<file path="config.mk">
export PLATFORM = sky130hd
export DESIGN_NAME = fetch_unit
export DESIGN_NICKNAME = d
export VERILOG_FILES = /design/src/rtl/fetch_unit.sv
export SDC_FILE = /design/constraint.sdc
export NUM_CORES = 1
export LEC_CHECK = 0
export ABC_AREA = 1
export BUFFER_PORTS_ARGS = -buffer_cell sky130_fd_sc_hd__buf_2
export CORE_MARGIN = 1
export CORE_UTILIZATION = 55
export DETAILED_ROUTE_END_ITERATION = 16
export GPL_TIMING_DRIVEN = 0
export PLACE_DENSITY = 0.8
export SYNTH_ARGS = -nofsm -noshare
export SYNTH_HDL_FRONTEND = slang
export SYNTH_SLANG_ARGS = --single-unit
</file>
<file path="constraint.sdc">
create_clock -name clock -period 8.3 [get_ports clock]
set_clock_uncertainty 0.15 [all_clocks]
set_input_delay 1.245 -clock clock [delete_from_list [all_inputs] [get_ports clock]]
set_output_delay 1.245 -clock clock [all_outputs]
set_load 0.01 [all_outputs]
</file>
<file path="src/rtl/fetch_unit.sv">
// fetch_unit: sequential Y86-64 instruction fetch. Reads one instruction byte
// per memory handshake, assembles the decode fields, presents them in DONE and
// waits for the PC-update stage to hand back the next PC via pc_load.
//
//   state   | meaning
//   --------+-------------------------------------------------------------
//   S_FETCH | requesting byte k at pc_val+k, capturing it on each ack
//   S_DONE  | instruction presented (instr_valid), waiting for pc_load
module fetch_unit #(
  parameter logic [63:0] RESET_PC = 64'h0
) (
  input  logic        clock,
  input  logic        reset,
  input  logic [63:0] pc_new,
  input  logic        pc_load,
  output logic [63:0] mem_addr,
  output logic        mem_req,
  input  logic [7:0]  mem_rdata,
  input  logic        mem_ack,
  input  logic        mem_err,
  output logic [63:0] pc_val,
  output logic [3:0]  icode,
  output logic [3:0]  ifun,
  output logic [3:0]  rA,
  output logic [3:0]  rB,
  output logic [63:0] valC,
  output logic [63:0] valP,
  output logic        instr_valid,
  output logic        instr_invalid,
  output logic        imem_error
);

  typedef enum logic {S_FETCH = 1'b0, S_DONE = 1'b1} state_t;

  state_t      r_state;
  state_t      w_state_nxt;
  logic [63:0] r_pc;
  logic [3:0]  r_k;
  logic [3:0]  r_icode;
  logic [3:0]  r_ifun;
  logic [3:0]  r_ra;
  logic [3:0]  r_rb;
  logic [63:0] r_valc;
  logic [63:0] r_valp;
  logic        r_invalid;
  logic        r_err;

  logic        w_accept;
  logic [3:0]  w_icode;
  logic [3:0]  w_len;
  logic        w_last;
  logic        w_has_regs;
  logic        w_valc_en;
  logic [2:0]  w_valc_idx;
  logic [3:0]  w_k_m1;
  logic [3:0]  w_k_m2;

  assign w_accept = (r_state == S_FETCH) && mem_ack;
  // While byte 0 is arriving the opcode is not yet registered, so decode it
  // straight from the bus; afterwards use the captured copy.
  assign w_icode  = (r_k == 4'd0) ? mem_rdata[7:4] : r_icode;
  assign w_last   = (r_k == (w_len - 4'd1));
  assign w_k_m1   = r_k - 4'd1;
  assign w_k_m2   = r_k - 4'd2;

  // Instruction length, register-byte presence and valC byte lane from icode.
  always_comb begin
    w_len      = 4'd1;
    w_has_regs = 1'b0;
    w_valc_en  = 1'b0;
    w_valc_idx = 3'd0;
    case (w_icode)
      4'h2, 4'h6, 4'hA, 4'hB: begin
        w_len      = 4'd2;
        w_has_regs = 1'b1;
      end
      4'h3, 4'h4, 4'h5: begin
        w_len      = 4'd10;
        w_has_regs = 1'b1;
        w_valc_en  = (r_k >= 4'd2);
        w_valc_idx = w_k_m2[2:0];
      end
      4'h7, 4'h8: begin
        w_len      = 4'd9;
        w_valc_en  = (r_k >= 4'd1);
        w_valc_idx = w_k_m1[2:0];
      end
      default: w_len = 4'd1;
    endcase
  end

  // State register.
  always_ff @(posedge clock or posedge reset) begin
    if (reset) r_state <= S_FETCH;
    else       r_state <= w_state_nxt;
  end

  // Next state: leave FETCH on a fault or the final byte; leave DONE on pc_load.
  always_comb begin
    w_state_nxt = r_state;
    case (r_state)
      S_FETCH: if (w_accept && (mem_err || w_last)) w_state_nxt = S_DONE;
      S_DONE:  if (pc_load) w_state_nxt = S_FETCH;
      default: w_state_nxt = S_FETCH;
    endcase
  end

  // PC, byte index and decode fields.
  always_ff @(posedge clock or posedge reset) begin
    if (reset) begin
      r_pc      <= RESET_PC;
      r_k       <= 4'd0;
      r_icode   <= 4'h0;
      r_ifun    <= 4'h0;
      r_ra      <= 4'hF;
      r_rb      <= 4'hF;
      r_valc    <= 64'd0;
      r_valp    <= RESET_PC;
      r_invalid <= 1'b0;
      r_err     <= 1'b0;
    end else if (r_state == S_FETCH) begin
      if (mem_ack) begin
        if (mem_err) begin
          r_err  <= 1'b1;
          r_valp <= r_pc + {60'd0, r_k} + 64'd1;
        end else begin
          r_k <= r_k + 4'd1;
          if (r_k == 4'd0) begin
            r_icode <= mem_rdata[7:4];
            r_ifun  <= mem_rdata[3:0];
          end
          if ((r_k == 4'd1) && w_has_regs) begin
            r_ra <= mem_rdata[7:4];
            r_rb <= mem_rdata[3:0];
          end
          if (w_valc_en) r_valc[{w_valc_idx, 3'b000} +: 8] <= mem_rdata;
          if (w_last) begin
            r_valp    <= r_pc + {60'd0, w_len};
            r_invalid <= (w_icode > 4'hB);
          end
        end
      end
    end else if (pc_load) begin
      r_pc      <= pc_new;
      r_k       <= 4'd0;
      r_icode   <= 4'h0;
      r_ifun    <= 4'h0;
      r_ra      <= 4'hF;
      r_rb      <= 4'hF;
      r_valc    <= 64'd0;
      r_valp    <= pc_new;
      r_invalid <= 1'b0;
      r_err     <= 1'b0;
    end
  end

  // Request address depends only on registered state, never on mem_ack.
  assign mem_addr      = r_pc + {60'd0, r_k};
  assign mem_req       = (r_state == S_FETCH);
  assign instr_valid   = (r_state == S_DONE);
  assign pc_val        = r_pc;
  assign icode         = r_icode;
  assign ifun          = r_ifun;
  assign rA            = r_ra;
  assign rB            = r_rb;
  assign valC          = r_valc;
  assign valP          = r_valp;
  assign instr_invalid = r_invalid;
  assign imem_error    = r_err;

endmodule

</file>
==> metrics.txt <==
Overall Global Routing Usage=55.3%; share of layout cells above drive strength 1=19.4%; synthesized flop and latch total=215; remaining design rule violation count=0; vias in the first global route=between 15000 and 20000; final-report max-slew violation count=0; worst-margin pin slew=1.27 ns; NumNets Final=2942; number of antenna violations at the first check in global routing=4; die height=172 µm; sequential-to-total area share from yosys stat=33.9%; Hold-fix buffers, CTS=0; standard cell area after detailed placement=18200 µm²; status=finished, final reports clean; final worst-path cycle share=76.9%; TritonRoute pass-1 iters=8; # port buffers=about 350; wire length of the first global-routing pass=around 120000 µm; arrival time worst endpoint=6.66 ns; row cnt=61; overflow left after global routing=0; Crit path largest cell delay=between 0.7 and 0.8 ns; routability congestion estimate=between 1 and 1.5; Total Die Area=29600 µm²; highest clock frequency the design can meet=0.157 GHz; placed wire-length estimate after detailed placement=62900 µm; later-pin clock latency in the skew report=0.56 ns; Routed Wire Length=83400 µm; number of buffers created by CTS=25; routed wire length per instance=between 20 and 30 µm; count of different cell masters after synthesis=51; count of endpoints failing hold in the final timing report=0; path type of the worst min-delay path=reg -> reg; I/O Pins=353; maximum level of the CTS H-tree=1; RSZ-0062 raised after global routing=false; sum of internal, switching and leakage power=8.03 mW; cell mode on critical path=sky130_fd_sc_hd__inv_1; count of instances resized after the clock tree is built=0; per-instance average area after synthesis=about 6.4 µm²; top-area cell type share of the netlist area=32.6%; Mapped Cells=2468; area growth from synthesis to layout=19.4%; area leader, netlist=sky130_fd_sc_hd__dfrtp_1; clock input transition at the sequential cells of the worst setup and hold paths=0.06 ns; leak pwr=between 9 and 10 nW; areal power density over the cells=~420 nW/µm²; most frequent cell after synthesis=sky130_fd_sc_hd__nand2_1; Die X-Extent=172 µm; summed negative setup slack over all endpoints=0 ns; total via count after detailed routing=a little over 20000; crit start category=register; total nets after synthesis=2563; Critical Path Sink Type=register; share of flip-flops with an asynchronous set or reset=100%; Netlist Area Pre-Place=15900 µm²; Starting Density=56.6%; maximum number of pins on one net before global-route repair=132; post-route antenna net violation count=0; Max Cap Violations=0; Iter 0 DRT Violations=3202; critical path start-end classification=reg -> reg; Post-synth top cells=sky130_fd_sc_hd__nand2_1, sky130_fd_sc_hd__nor2_1, sky130_fd_sc_hd__inv_1; sink count of the clock tree=215; count of flip-flops with a built-in enable after synthesis=0; cells along the critical path=inv_1 > ha_1 > nand2_4 > o21ai_1 > inv_1 > nand2_1 > nor2_1 > a21oi_1 > ha_1 > inv_1 > fa_1 > or2_2 > o21ai_0 > inv_1 > nor2_1 > inv_1 > nor2_1 > inv_1 > nor2_1 > inv_1 > o21ai_0 > o21ai_0 > o21ai_0 > nand2_1; master of the slowest instance on the critical path=sky130_fd_sc_hd__o21ai_0; Hold Slack=between 0.3 and 0.4 ns; post-layout minimum cycle time=approximately 6.4 ns; maximum root-to-sink buffer count=3; number of setup violations in the final report=0; Final Cell Area=19000 µm²; Required @ worst endpoint=8.58 ns; top flip-flop cell by instance count after synthesis=sky130_fd_sc_hd__dfrtp_1; Core Box Area=28100 µm²; mean number of vias per cell=6.38; Area contributors post-synth=sky130_fd_sc_hd__dfrtp_1, sky130_fd_sc_hd__nand2_1, sky130_fd_sc_hd__nor2_1; TritonCTS clock tree=done; CTS Root Buffer Type=sky130_fd_sc_hd__clkbuf_16; relative max-transition margin=between 10% and 20%; Worst Path Max Fanout=9; count of yosys warnings during synthesis=0; Peak VDD IR=0.362 mV; post-CTS setup buffer count=0; Core Util, Final=roughly 68%
==> layer usage <==
layer,GRT usage (%),up-vias,routed length (µm)
li1,-,8657,-
met1,66.0,9404,28800
met2,78.2,2071,33400
met3,22.5,575,13300
met4,44.5,2,7810
met5,0.174,-,12
==> state kept, by name (all words and copies together), names as in the netlist <==
name and cells:
r_k 4, instr_valid 1, ifun 4, icode 4
pc_val 64, valP 64, instr_invalid 1, imem_error 1
valC 64, rB 4, rA 4
==> through the flow <==
stage / cells / setup slack [ns]
global placement: 3197 / -1.17
CTS: 3242 / 2.30
finish: 3248 / 1.92
global route: 3242 / 1.82
detailed placement: 3198 / 2.23
floorplan: 2468 / 1.04
==> final cells by class <==
class	count	area, µm²
fill	2446	9120
multi-input combinational	1899	9120
sequential	215	5390
timing repair buffer	352	1780
inverter	290	1100
clock buffer	34	679
tap	378	473
buffer	64	294
clock inverter	10	119
antenna	6	15.0
==> path summary, 6_finish.rpt <==
kind / startpoint / to / slack [ns] / depth (start not counted)
max: r_k[1] / valP[30] / 1.92 / 24
min: valP[41] / valP[41] / 0.33 / 2
max reg2reg: r_k[1] / valP[30] / 1.92 / 24
min reg2reg: valP[41] / valP[41] / 0.33 / 2
max in group asynchronous: reset / valC[16] / 6.23 / 3
min in group asynchronous: reset / instr_invalid / 0.64 / 2
==> critical path, delay by kind of cell (launching register included) <==
family | cells | cell delay (ns)
compound gates | 6 | 1.91
simple gates | 8 | 1.72
buf+inv | 7 | 1.13
fa+ha+maj | 3 | 0.87
flops | 1 | 0.48
==> cell families (layout without fill, tap and decap cells) <==
family          after synthesis  in the layout  synth area share, %
flops                       215            215                 33.9
other cells                   0              6                    0
xor+xnor                     50             50                 2.76
compound gates              391            391                 13.5
buf+inv                     354            750                 8.70
fa+ha+maj                    18             18                 1.51
simple gates               1440           1440                 39.6
==> where the power goes <==
group	switching (mW)	internal [mW]	total [mW]
combinational	3.41	1.36	4.77
sequential	0.631	1.50	2.14
clock	0.493	0.637	1.13
total	4.54	3.50	8.03
==> layout by cell type, fill, tap and decap left out, types with 5 or more instances in the layout <==
cell	n
sky130_fd_sc_hd__inv_2	13
sky130_fd_sc_hd__nand2_1	808
sky130_fd_sc_hd__inv_1	272
sky130_fd_sc_hd__nor2_2	38
sky130_fd_sc_hd__o311ai_0	5
sky130_fd_sc_hd__nand2_4	9
sky130_fd_sc_hd__clkbuf_16	25
sky130_fd_sc_hd__nand4_1	30
sky130_fd_sc_hd__nand3_2	5
sky130_fd_sc_hd__buf_2	365
sky130_fd_sc_hd__o21ai_1	24
sky130_fd_sc_hd__a21oi_1	91
sky130_fd_sc_hd__o211ai_1	21
sky130_fd_sc_hd__nor2_4	19
sky130_fd_sc_hd__o21ai_0	212
sky130_fd_sc_hd__nand3_1	184
sky130_fd_sc_hd__diode_2	6
sky130_fd_sc_hd__dfrtp_1	207
sky130_fd_sc_hd__nor3_1	15
sky130_fd_sc_hd__ha_1	16
sky130_fd_sc_hd__nand2_2	31
sky130_fd_sc_hd__o21ai_2	8
sky130_fd_sc_hd__xor2_1	46
sky130_fd_sc_hd__nor2_1	284
sky130_fd_sc_hd__dfstp_2	8
sky130_fd_sc_hd__buf_1	5
sky130_fd_sc_hd__a31oi_1	9
sky130_fd_sc_hd__clkbuf_1	44
sky130_fd_sc_hd__nor2_8	5
No activity file was read; power rests on OpenSTA's default activity.
